## src/rtl/mem_responder.sv

```systemverilog
// Memory-side responder: one request from the core becomes one
// valid/ready SRAM bus transaction with lane steering and load extension.
module mem_responder #(
  parameter int TIMEOUT = 255
) (
  input  logic        clk,
  input  logic        reset,
  input  logic        en_mem,
  input  logic [1:0]  W_R_mem,
  input  logic [1:0]  wordsize_mem,
  input  logic        sign_mem,
  input  logic [31:0] addr,
  input  logic [31:0] wdata,
  output logic [31:0] rdata,
  output logic        done_mem,
  output logic        busy_mem,
  output logic        aligned_mem,
  output logic        bus_err,
  output logic        mem_valid,
  input  logic        mem_ready,
  output logic [31:0] mem_addr,
  output logic [31:0] mem_wdata,
  output logic [3:0]  mem_wstrb,
  input  logic [31:0] mem_rdata
);

  localparam int CW = (TIMEOUT > 1) ? $clog2(TIMEOUT) : 1;
  localparam logic [CW-1:0] LIM =
    (TIMEOUT > 0) ? CW'(TIMEOUT - 1) : '0;
  localparam logic TMO_ON = (TIMEOUT > 0);

  typedef enum logic [1:0] {
    IDLE = 2'd0,
    REQ  = 2'd1,
    DONE = 2'd2,
    ERR  = 2'd3
  } state_t;

  state_t state, state_d;

  logic [CW-1:0] cnt;
  logic [1:0]    cap_size;
  logic [1:0]    cap_off;
  logic          cap_sign;
  logic          cap_rd;
  logic          cap_raw;

  logic          is_fetch;
  logic          is_store;
  logic          legal;
  logic          accept;
  logic          reject;
  logic          tmo;
  logic          finish;
  logic [3:0]    strb_n;
  logic [31:0]   wdat_n;
  logic [31:0]   byte_sh;
  logic [31:0]   half_sh;
  logic [31:0]   load_v;

  assign is_fetch = (W_R_mem == 2'b11);
  assign is_store = (W_R_mem == 2'b01);

  // Alignment / size legality of the request presented in IDLE
  always_comb begin
    legal = 1'b0;
    if (is_fetch) begin
      legal = (addr[1:0] == 2'b00);
    end else begin
      unique case (wordsize_mem)
        2'b00:   legal = 1'b1;
        2'b01:   legal = ~addr[0];
        2'b10:   legal = (addr[1:0] == 2'b00);
        default: legal = 1'b0;
      endcase
    end
  end

  assign accept = (state == IDLE) && en_mem && legal;
  assign reject = (state == IDLE) && en_mem && !legal;

  assign tmo = TMO_ON && (state == REQ) &&
               !mem_ready && (cnt == LIM);
  assign finish = (state == REQ) && mem_ready;

  // Byte-lane steering for stores; reads never enable a lane
  always_comb begin
    strb_n = 4'b0000;
    wdat_n = wdata;
    if (is_store) begin
      unique case (wordsize_mem)
        2'b00: begin
          strb_n = 4'b0001 << addr[1:0];
          wdat_n = {4{wdata[7:0]}};
        end
        2'b01: begin
          strb_n = 4'b0011 << addr[1:0];
          wdat_n = {2{wdata[15:0]}};
        end
        default: begin
          strb_n = 4'b1111;
          wdat_n = wdata;
        end
      endcase
    end
  end

  // Lane extraction and sign/zero extension of returned read data
  always_comb begin
    byte_sh = mem_rdata >> {cap_off, 3'b000};
    half_sh = mem_rdata >> {cap_off[1], 4'b0000};
    load_v  = mem_rdata;
    if (!cap_raw) begin
      unique case (cap_size)
        2'b00:
          load_v = {{24{cap_sign & byte_sh[7]}},
                    byte_sh[7:0]};
        2'b01:
          load_v = {{16{cap_sign & half_sh[15]}},
                    half_sh[15:0]};
        default: load_v = mem_rdata;
      endcase
    end
  end

  // State register
  always_ff @(posedge clk) begin
    if (reset) state <= IDLE;
    else       state <= state_d;
  end

  // Next-state logic and state-decoded outputs
  always_comb begin
    state_d   = state;
    mem_valid = 1'b0;
    busy_mem  = 1'b0;
    done_mem  = 1'b0;
    unique case (state)
      IDLE: begin
        if (accept)      state_d = REQ;
        else if (reject) state_d = ERR;
      end
      REQ: begin
        mem_valid = 1'b1;
        busy_mem  = 1'b1;
        if (finish || tmo) state_d = DONE;
      end
      DONE: begin
        done_mem = 1'b1;
        state_d  = IDLE;
      end
      default: state_d = ERR;
    endcase
  end

  // Request capture, bus registers, timeout counter and status flags
  always_ff @(posedge clk) begin
    if (reset) begin
      rdata       <= '0;
      aligned_mem <= 1'b1;
      bus_err     <= 1'b0;
      mem_addr    <= '0;
      mem_wdata   <= '0;
      mem_wstrb   <= '0;
      cnt         <= '0;
      cap_size    <= '0;
      cap_off     <= '0;
      cap_sign    <= 1'b0;
      cap_rd      <= 1'b0;
      cap_raw     <= 1'b0;
    end else begin
      if (accept) begin
        mem_addr  <= {addr[31:2], 2'b00};
        mem_wdata <= wdat_n;
        mem_wstrb <= strb_n;
        cap_size  <= wordsize_mem;
        cap_off   <= addr[1:0];
        cap_sign  <= sign_mem;
        cap_rd    <= !is_store;
        cap_raw   <= is_fetch;
      end
      if (reject) aligned_mem <= 1'b0;
      if (state == REQ && !finish && !tmo)
        cnt <= cnt + 1'b1;
      else
        cnt <= '0;
      if (finish && cap_rd) rdata <= load_v;
      if (tmo) begin
        rdata   <= '0;
        bus_err <= 1'b1;
      end
    end
  end

endmodule

```

## config.mk

```make
export PLATFORM = sky130hd
export DESIGN_NAME = mem_responder
export DESIGN_NICKNAME = d
export VERILOG_FILES = /design/src/rtl/mem_responder.sv
export SDC_FILE = /design/constraint.sdc
export NUM_CORES = 1
export LEC_CHECK = 0
export ABC_AREA = 1
export CELL_PAD_IN_SITES_DETAIL_PLACEMENT = 1
export CELL_PAD_IN_SITES_GLOBAL_PLACEMENT = 1
export CORE_MARGIN = 3
export CORE_UTILIZATION = 32
export DETAILED_ROUTE_END_ITERATION = 6
export PLACE_DENSITY_LB_ADDON = 0.3
export SLEW_MARGIN = 20
export SYNTH_ARGS = -nofsm -noshare
export SYNTH_HDL_FRONTEND = slang
export SYNTH_SLANG_ARGS = --single-unit
```

## constraint.sdc

```tcl
create_clock -name clk -period 2.6 [get_ports clk]
set_input_delay 0.52 -clock clk [delete_from_list [all_inputs] [get_ports clk]]
set_output_delay 0.52 -clock clk [all_outputs]
set_load 0.01 [all_outputs]
```

After elaboration in Yosys (flattened, before gate mapping):

Cells that the tools add are included.

* input bits: 105
* bits in registers: 117

* shifts and indexed selects: 4
* $add $sub $neg: 1
* bitwise operators: 4
* equality and inequality tests: 10
* multiplexer cells: 14
* reduce and logical (&&, ||, !) cells: 22

Operators with widths (number)
* $pmux 32 s2: 2
* $mux 32: 2
* $shr 32x5->16: 1
* $shr 32x5->8: 1
* $logic_and 1x1->1: 9
* $add 8x1->8 const B: 1
* $eq 2x1->1 const B: 4
* $eq 8x8->1 const B: 1
* $logic_not 2->1: 4
* $pmux 4 s2: 1
* $eq 2x2->1 const B: 3
* $mux 2: 3
* $pmux 2 s3: 1
* $logic_not 1->1: 5
* $mux 4: 1
* $reduce_or 2->1: 2
* $shl 1x2->4 const A: 1
* $shl 2x2->4 const A: 1
* $mux 1: 3
* $ne 3x3->1 const B: 1
* $pmux 1 s3: 1
* $and 1x1->1: 2
* $ne 2x1->1 const B: 1
* $not 1->1: 2
* other kinds (2): 2

Logic depth before layout (Yosys ltp):

Gate-level depths: netlist of the first run.

* depth after elaboration: 8
* depth in mapped cells: 11

Worst setup path before layout of the first run:

Ideal clock, no wire load.

* path type: reg2reg
* start point: reg state[1]
* end point: reg rdata[29]
* data arrival time: 1.467 ns
* buffers on the path: 1
* library setup time: 0.120 ns
* cell stages (with the launch flop): 9
* path slack: 1.012 ns
* path through: dfxtp_1 -> inv_1 -> ha_1 -> inv_1 -> nor2_1 -> nand4_1 -> clkbuf_1 -> o211ai_1 -> a21oi_1

* cells in the longest elaborated chain, start to end: 4
* elaborated cells on any way between the ends: 6
* those cells by class: eq/ne: 1; reduce/logical: 5

Ends and longest elaborated chain
* start: declaration: RTL line 39 `state_t state, state_d;`
* start signal: assignment: RTL line 129 `else state <= state_d;`
* $eq 2x1->1 (*): RTL line 82, 84
* $logic_and 1x1->1: RTL line 82 `assign tmo = TMO_ON && (state == REQ) &&`
* $logic_and 1x1->1: RTL line 83 `!mem_ready && (cnt == LIM);`
* $reduce_or 2->1 (no line)
* end signal: assignment: RTL line 187 `if (finish && cap_rd) rdata <= load_v;`
* end: declaration: RTL line 14 `output logic [31:0] rdata,`

Mark *: on every way between the ends. The rest lies on a longest branch, timed or not.
A chain may end at the register's enable or synchronous reset.

Worst setup path in the final report of the first run:

* start point: reg state[1]
* end point: out busy_mem

* cells in the longest elaborated chain, start to end: 2

Ends and longest elaborated chain
* $eq 2x1->1: RTL line 138 `unique case (state)`
* $mux 1: RTL line 138
* end: declaration: RTL line 16 `output logic busy_mem,`

No other way between the ends.

==> metrics.md, run 1 <==
| Metric | Value |
|---|---|
| Mapped Cells | 785 |
| Synth area leader | dfxtp_1 |
| Final Util | 50.4% |
| Clock Power Share | 36.4% |
| Post-CTS setup buffers | 0 |
| Crit path cell chain | inv_1, ha_1, clkdlybuf4s50_1 |
| Antenna violations before repair | 0 |
| Internal power | 4.21 mW |
| Total gr overflow | 0 |
| Post-synth top cells | 169 x nand2_1, 162 x nor2_1, 117 x dfxtp_1, 86 x o21ai_0, 70 x a21oi_1 |
| Cts hold-fix bufs | 0 |
| Yosys Warn Count | 0 |
| Distinct cells, synth | 30 |
| Final nets | 1083 |
| Number of top-level pins | 210 |
| Switching power | 1.87 mW |
| CP Max Fanout | 4 |
| CP startpoint kind | register |
| WS Path Type | reg2out |
| Routability cong. | 0.819 |
| Sink Count | 117 |
| Pwr dens | 743 nW/µm² |
| Ys async rst share | 0% |
| CTS root buf | clkbuf_16 |
| Die Area | 18600 µm² |
| Via count | 5767 |
| Mean Syn Cell Area | 6.92 µm² |
| Count leader, synth | nand2_1 |
| Layout area overhead | 50.6% |
| Setup ws final | 0.448 ns |
| Max rail drop VDD | 439 µV |
| DR iter-0 viols | 176 |
| Hold Fails Final Rpt | 0 |
| Routed WL | 18800 µm |
| Diodes inserted | 0 |
| Count of maximum capacitance violations | 0 |
| Final ANT Viol Nets | 0 |
| Crit path capture type | primary output |
| CTS max path bufs | 2 |
| Skew-Pair Late Insertion Delay | 0.41 ns |
| Sw Share | 30.7% |
| Hold slack final | 0.466 ns |
| CP arrival | 1.63 ns |
| Final Skew | 0.00783 ns |
| Placed inst area | 7620 µm² |
| Max incr delay on CP | 0.56 ns |
| Drt drc | 0 |
| Post_cts resized | 0 |
| Slowest CP cell | clkdlybuf4s50_1 |
| Dpl ws | 0.181 ns |
| Fin. max-slew vios | 0 |
| Vias in the first global route | 5937 |
| Largest net degree at the start of global routing | 71 |
| CTS tree | yes |
| Number of synthesized flops with an enable pin | 0 |
| Core area | 16200 µm² |
| Clock H-tree levels | 4 |
| Register area share after synthesis | 43.1% |
| Top post-synthesis cells by area | dfxtp_1 43%, nand2_1 12%, nor2_1 11% |
| FP Rows | 46 |
| First-pass GRT wire length | 30100 µm |
| Worst-Margin Slew | 0.754 ns |
| Top-area cell type share of the netlist area | 43.1% |
| Synth Cell Area | 5430 µm² |
| Die width | 136 µm |
| Share of layout cells above drive strength 1 | 6.10% |
| Hold WC Path Type | reg2reg |
| DIE HEIGHT | 136 µm |
| Minimum clock period | 2.15 ns |
| Port bufs | 207 |
| GRT Util Overall | 20.3% |
| Final worst-path cycle share | 82.8% |
| Status | completed |
| FF+latch count, synth | 117 |
| Via density | 4.81 |
| RSZ-0062 raised after global routing | no |
| Seq pwr share | 35.3% |
| Post-route cell area | 8180 µm² |
| Setup TNS | 0 ns |
| Max_slew headroom | 49.7% |
| Worst-path clk slew | 0.06 ns |
| CTS Buf Count | 17 |
| Final Setup Violations | 0 |
| DRT Pass-1 Iters | 6 |
| Routed wire per std cell | 15.7 µm |
| Comb pwr share | 28.3% |
| Max Fclk | 0.465 GHz |
| Req. time, crit path | 2.08 ns |
| DP HPWL | 13300 µm |
| Pleak | 3.35 nW |
| Initial Utilization | 33.4% |
| Ys flop type | dfxtp_1 |
metrics by stage:
step,power [mW],cells
after floorplan,3.13,786
after global placement,3.88,1169
after detailed placement,3.91,1169
after CTS,6.16,1200
after global routing,6.46,1200
final,6.08,1200
worst paths after layout:
kind | slack (ns) | from | to | depth (start not counted)
setup / recovery | 0.45 | state[1] | busy_mem | 3
hold / removal | 0.47 | bus_err | bus_err | 2
setup reg to reg | 0.69 | state[1] | cap_rd | 9
hold reg to reg | 0.47 | bus_err | bus_err | 2
worst max-delay path: cells and delay by family (launching register included):
family | cells | cell delay (ns)
flops | 1 | 0.33
fa+ha+maj | 1 | 0.23
buf+inv | 2 | 0.66
power groups by stage:
| stage | logic, mW | clock network, mW | registers (mW) |
|---|---|---|---|
| 2_1_floorplan | 0.890 | 0 | 2.24 |
| 3_3_place_gp | 1.71 | 0 | 2.18 |
| 3_5_place_dp | 1.73 | 0 | 2.18 |
| 4_1_cts | 1.75 | 2.26 | 2.15 |
| 5_1_grt | 1.93 | 2.35 | 2.17 |
| 6_report | 1.72 | 2.21 | 2.15 |
cell usage in the layout, fill, tap and decap left out, types with 14 or more instances in the layout:
| cell type | count |
|---|---|
| nand3_1 | 14 |
| clkbuf_16 | 17 |
| dfxtp_1 | 117 |
| a21oi_1 | 70 |
| o211ai_1 | 33 |
| nor2_1 | 162 |
| inv_1 | 35 |
| clkdlybuf4s50_1 | 207 |
| o21ai_0 | 86 |
| nand2_1 | 169 |
per-layer routing:
metal | global-route usage (%) | wire length [µm] | part of all wire, %
met2 | 33.8 | 8850 | 47
met5 | 0 | 0 | 0
met4 | 6.38 | 329 | 1.7
met1 | 25.3 | 8400 | 45
met3 | 5.96 | 1230 | 6.5
cell families (layout without fill, tap and decap cells):
group	count (synthesis)	in the layout	share of synthesized area, %
xor gates and xnor gates	3	3	0.484
and+or+nand+nor	361	361	26.1
DFF	117	117	43.1
AOI/OAI and AO/OA	202	202	20.4
adders and majority gates	6	6	1.38
buffers and inverters	95	293	8.37
other	1	2	0.0691
sequential cells by signal (all words and copies together), names as in the netlist, 2 cells and up:
| register | cells |
|---|---|
| cap_off | 2 |
| cap_size | 2 |
| cnt | 8 |
| mem_addr | 30 |
| mem_wdata | 32 |
| mem_wstrb | 4 |
| rdata | 32 |
| state | 2 |
cell type report:
class / count / area, µm²
inverter: 42 / 160
tap: 216 / 270
clock inverter: 9 / 77.6
fill: 2057 / 8050
clock buffer: 22 / 484
timing repair buffer: 220 / 2210
multi-input combinational: 574 / 2640
sequential: 117 / 2340
Note: power is estimated with default switching activity, not from simulation.
==> run 2, diff against run 1 <==
Settings changed: CORE_UTILIZATION 32 to 27.
Clock period 2.6 ns to 1.8 ns, I/O delays scaled along.
==> run 2 against run 1 <==
Effect of this change: worst setup slack worse by 0.36 ns; critical path type unchanged; largest cell class unchanged; register-to-register slack worse by 0.46 ns; non-clock buffer count up 25; total power up 54%.
==> metrics.md, run 2 (synthesized netlist as in run 1, its figures left out) <==
| Metric | Value |
|---|---|
| Seq pwr share | 33.2% |
| Commonest non-fill, non-tap cell in the layout | clkdlybuf4s50_1 |
| Final Setup Violations | 0 |
| Reg2Reg Setup Slack | 0.23 ns |
| Switching power | 2.78 mW |
| Fin. max-slew vios | 0 |
| Reg2Reg Capture Point | rdata[26] |
| Setup TNS | 0 ns |
| Top Registers | mem_wdata (32), rdata (32), mem_addr (30) |
| Via count | 5882 |
| WS Path Type | reg2out |
| CTS max path bufs | 2 |
| Total gr overflow | 0 |
| Final nets | 1108 |
| CP startpoint kind | register |
| Pwr dens | 1090 nW/µm² |
| Max incr delay on CP | 0.56 ns |
| Number of top-level pins | 210 |
| Hold path depth | 1 |
| Hold slack final | 0.464 ns |
| Min-delay src | cnt[0] |
| Drt drc | 0 |
| Max Fclk | 0.583 GHz |
| Routability cong. | 0.827 |
| Placed insts | 1242 |
| CTS Buf Count | 17 |
| Minimum clock period | 1.71 ns |
| Share of layout cells above drive strength 1 | 8.72% |
| R2R depth | 9 |
| Via density | 4.62 |
| Buf+Inv Stages, Crit Path | 1 |
| Clock H-tree levels | 4 |
| Comb pwr share | 28.1% |
| Commonest cells after routing, fill and taps aside | 204 x clkdlybuf4s50_1, 169 x nand2_1, 161 x nor2_1, 116 x dfxtp_1, 86 x o21ai_0 |
| Hold Path End | cnt[0] |
| DIE HEIGHT | 148 µm |
| RSZ-0062 raised after global routing | no |
| Final ANT Viol Nets | 0 |
| DP HPWL | 14900 µm |
| DRT Pass-1 Iters | 4 |
| CP Max Fanout | 2 |
| Worst-path clk slew | 0.06 ns |
| Final worst-path cycle share | 95.2% |
| Layout area overhead | 58.1% |
| Sw Share | 29.7% |
| GRT met3 Usage | 4.60% |
| Met1 Track Usage GR | 23.6% |
| First-pass GRT wire length | 32700 µm |
| Routed wire per std cell | 16.1 µm |
| R2r startpoint | state[1] |
| CTS root buf | clkbuf_16 |
| Largest net degree at the start of global routing | 62 |
| Crit path cell chain | clkdlybuf4s50_1 |
| Final Skew | 0.00817 ns |
| Max rail drop VDD | 699 µV |
| Die Area | 21800 µm² |
| Hold Fails Final Rpt | 0 |
| CTS tree | yes |
| Port bufs | 207 |
| Die width | 148 µm |
| Placed inst area | 7950 µm² |
| CP delay by family, top | buffers and inverters |
| Antenna violations before repair | 0 |
| Status | completed |
| Crit path capture type | primary output |
| FP Rows | 51 |
| Post-route cell area | 8580 µm² |
| Internal power | 6.57 mW |
| Req. time, crit path | 1.44 ns |
| Skew-Pair Late Insertion Delay | 0.42 ns |
| DR iter-0 viols | 230 |
| Slowest CP cell | clkdlybuf4s50_1 |
| Routed WL | 20500 µm |
| GRT met2 Usage | 31.5% |
| Most used routing layer | met2 |
| Core area | 19600 µm² |
| Initial Utilization | 27.7% |
| GRT Util Overall | 18.8% |
| Count of maximum capacitance violations | 0 |
| Post-route insts no fill | 1274 |
| Clock Power Share | 38.7% |
| Diodes inserted | 0 |
| Pleak | 3.55 nW |
| Sink Count | 117 |
| Cts hold-fix bufs | 0 |
| CP arrival | 1.35 ns |
| Vias in the first global route | 6152 |
| Hold WC Path Type | reg2reg |
| Final Util | 43.8% |
run 2: cell types whose count changed in the layout (fill, tap and decap cells not counted), sizes merged:
cell | previous run | this run
buf | 13 | 38
bufinv | 1 | 4
clkdlybuf4s50 | 207 | 204
clkinv | 6 | 4
clkinvlp | 3 | 2
dlygate4sd2 | 0 | 3
run 2: worst max path at each step:
stage | from | end | slack, ns | cells past startpoint
final | mem_wdata[8] | mem_wdata[8] | 0.09 | 1
after global routing | state[1] | busy_mem | 0.01 | 3
after CTS | state[0] | done_mem | 0.06 | 3
after detailed placement | W_R_mem[0] | mem_wstrb[1] | -0.18 | 10
after global placement | W_R_mem[0] | mem_wstrb[3] | -0.13 | 10
after floorplan | state[1] | rdata[29] | 0.21 | 8
run 2: stage by stage:
stage	setup slack (ns)	total power, mW
5_1_grt	0.0116	9.89
3_5_place_dp	-0.178	5.81
4_1_cts	0.0555	9.46
2_1_floorplan	0.212	4.52
3_3_place_gp	-0.135	5.76
6_report	0.0861	9.34
run 2: power by group through the flow:
stage	Combinational (mW)	Sequential (mW)	Clock, mW
final	2.62	3.10	3.62
after global routing	2.93	3.15	3.82
after CTS	2.66	3.11	3.69
after detailed placement	2.66	3.15	0
after global placement	2.62	3.14	0
after floorplan	1.29	3.23	0
run 2: area by class of cell:
cell class                 count  area [µm²]
clock inverter                 9         150
tap                          265         332
fill                        2421       11000
inverter                      42         160
timing repair buffer         245        2480
multi-input combinational    574        2650
clock buffer                  22         474
sequential                   117        2340
run 2: repair_timing:
action                                  4_1_cts  5_1_grt
pin swaps                                     0        1
buffers inserted                              0        1
endpoints found under the setup margin        3       43
gates resized for setup                       4        3
run 2: metal layers:
| metal | vias to the layer above | share of wire, % |
|---|---|---|
| met1 | 2742 | 46 |
| li1 | 2971 | - |
| met4 | 0 | 1.8 |
| met2 | 146 | 47 |
| met3 | 23 | 5.1 |
| met5 | - | 0 |
==> run 3, diff against run 2 <==
Settings changed: CORE_UTILIZATION 27 to 32, RECOVER_POWER set to 100.
Clock period 1.8 ns to 2.2 ns, I/O delays scaled along.
==> run 3 against run 2 <==
Effect of this change: sequential cell count is the same; cell count shrank 5.3%; combinational power shrank 24%; global-route usage grew 1.7 points; sequential share of layout area grew 1.1 points; critical path type unchanged; largest cell class unchanged.
==> metrics.md, run 3 (synthesized netlist as in run 1, its figures left out) <==
| Metric | Value |
|---|---|
| Minimum clock period | 2.10 ns |
| Max rail drop VDD | 543 µV |
| CP Max Fanout | 4 |
| RSZ-0062 raised after global routing | no |
| Total gr overflow | 0 |
| CP startpoint kind | register |
| Sink Count | 117 |
| Internal power | 5.09 mW |
| DP HPWL | 13500 µm |
| FP Rows | 46 |
| Routed WL | 18900 µm |
| Final ANT Viol Nets | 0 |
| DRT Pass-1 Iters | 4 |
| CTS root buf | clkbuf_16 |
| Post-CTS setup buffers | 0 |
| First-pass GRT wire length | 29900 µm |
| Count of maximum capacitance violations | 0 |
| Number of top-level pins | 210 |
| Port bufs | 207 |
| Clock Power Share | 38.4% |
| Worst-Margin Slew | 0.500 ns |
| Top Registers | mem_wdata (32), rdata (32), mem_addr (30) |
| Crit path capture type | primary output |
| Fin. max-slew vios | 0 |
| Final Skew | 0.00735 ns |
| Routability cong. | 0.811 |
| WS Path Type | reg2out |
| Status | completed |
| CP arrival | 1.66 ns |
| GRT met3 Usage | 6.85% |
| CTS max path bufs | 2 |
| Final Setup Violations | 0 |
| Antenna violations before repair | 1 |
| Max_slew headroom | 66.6% |
| Worst-path clk slew | 0.06 ns |
| Seq pwr share | 34.5% |
| DR iter-0 viols | 263 |
| Max Fclk | 0.476 GHz |
| Setup TNS | 0 ns |
| Via density | 4.83 |
| CTS Buf Count | 17 |
| Die Area | 18600 µm² |
| Commonest cells after routing, fill and taps aside | 171 x nand2_1, 162 x nor2_1, 117 x dfxtp_1, 105 x clkdlybuf4s50_1, 102 x dlygate4sd3_1 |
| Hold WC Path Type | reg2reg |
| DIE HEIGHT | 136 µm |
| Fillers | 2026 |
| Comb pwr share | 27.1% |
| Initial Utilization | 33.4% |
| Core area | 16200 µm² |
| Most used routing layer | met2 |
| Met1 Track Usage GR | 24.7% |
| Vias in the first global route | 5903 |
| Pwr dens | 886 nW/µm² |
| Skew-Pair Late Insertion Delay | 0.41 ns |
| Final worst-path cycle share | 95.4% |
| CTS tree | yes |
| Largest net degree at the start of global routing | 64 |
| GRT Util Overall | 20.4% |
| Cts hold-fix bufs | 0 |
| Switching power | 2.23 mW |
| GRT met2 Usage | 34.5% |
| Req. time, crit path | 1.76 ns |
| Final Util | 50.9% |
| Drt drc | 0 |
| Commonest non-fill, non-tap cell in the layout | nand2_1 |
| Share of layout cells above drive strength 1 | 6.57% |
| Max incr delay on CP | 0.57 ns |
| Sw Share | 30.4% |
| Post_cts resized | 0 |
| Final nets | 1089 |
| Hold Fails Final Rpt | 0 |
| Slowest CP cell | clkdlybuf4s50_1 |
| Via count | 5827 |
| Routed wire per std cell | 15.7 µm |
| Clock H-tree levels | 4 |
| Layout area overhead | 52.1% |
| Crit path cell chain | inv_1, ha_1, clkdlybuf4s50_1 |
| Die width | 136 µm |
| Pleak | 3.72 nW |
[run 3: cell count changes in the layout (fill, tap and decap cells not counted), moves of 3 or more]
| cell | delta |
|---|---|
| dlygate4sd3_1 | +102 |
| clkdlybuf4s50_1 | -99 |
| buf_4 | -16 |
| buf_12 | -7 |
| clkbuf_8 | +3 |
| dlygate4sd2_1 | -3 |
[run 3: power by group through the flow]
stage / clock network (mW) / logic [mW] / registers (mW)
floorplan: 0 / 1.05 / 2.65
global placement: 0 / 2.05 / 2.57
detailed placement: 0 / 2.09 / 2.58
CTS: 2.86 / 2.13 / 2.54
global route: 2.95 / 2.23 / 2.57
finish: 2.81 / 1.99 / 2.53
[run 3: cell type report]
class / count / area, µm² / share of cell area, %
diodes: 1 / 2.50 / 0.0303
clock buffers: 23 / 508 / 6.15
multi-input cells: 574 / 2630 / 31.9
inverters: 42 / 160 / 1.94
clock inverters: 8 / 96.3 / 1.17
well taps: 216 / 270 / 3.27
flip-flops and latches: 117 / 2340 / 28.4
repair buffers: 226 / 2250 / 27.2
[run 3: worst max-delay path, delay by kind of cell (launching register included)]
| family | cells | cell delay [ns] |
|---|---|---|
| buf+inv | 2 | 0.67 |
| fa+ha+maj | 1 | 0.25 |
| flops | 1 | 0.33 |
[run 3: through the flow]
| step | instances | power (mW) | cell area, µm² | hold slack [ns] | setup slack [ns] |
|---|---|---|---|---|---|
| 6_report | 1207 | 7.32 | 8260 | 0.454 | 0.101 |
| 5_1_grt | 1207 | 7.75 | 8260 | 0.476 | 0.00114 |
| 4_1_cts | 1206 | 7.52 | 8290 | 0.459 | 0.0644 |
| 3_5_place_dp | 1175 | 4.67 | 7690 | 0.451 | 0.0722 |
| 3_3_place_gp | 1175 | 4.62 | 7690 | 0.439 | 0.133 |
| 2_1_floorplan | 786 | 3.70 | 5430 | 0.430 | 0.612 |
[run 3: final timing paths]
check	start	end	slack [ns]	depth (start not counted)
setup reg to reg	state[1]	cap_rd	0.35	10
hold / removal	aligned_mem	aligned_mem	0.45	2
hold reg to reg	aligned_mem	aligned_mem	0.45	2
setup / recovery	state[1]	busy_mem	0.10	3
[run 3: routing by layer]
metal | vias up | wire (µm)
met4 | 0 | 289
li1 | 2939 | -
met1 | 2704 | 8110
met3 | 24 | 1440
met5 | - | 0
met2 | 160 | 9050
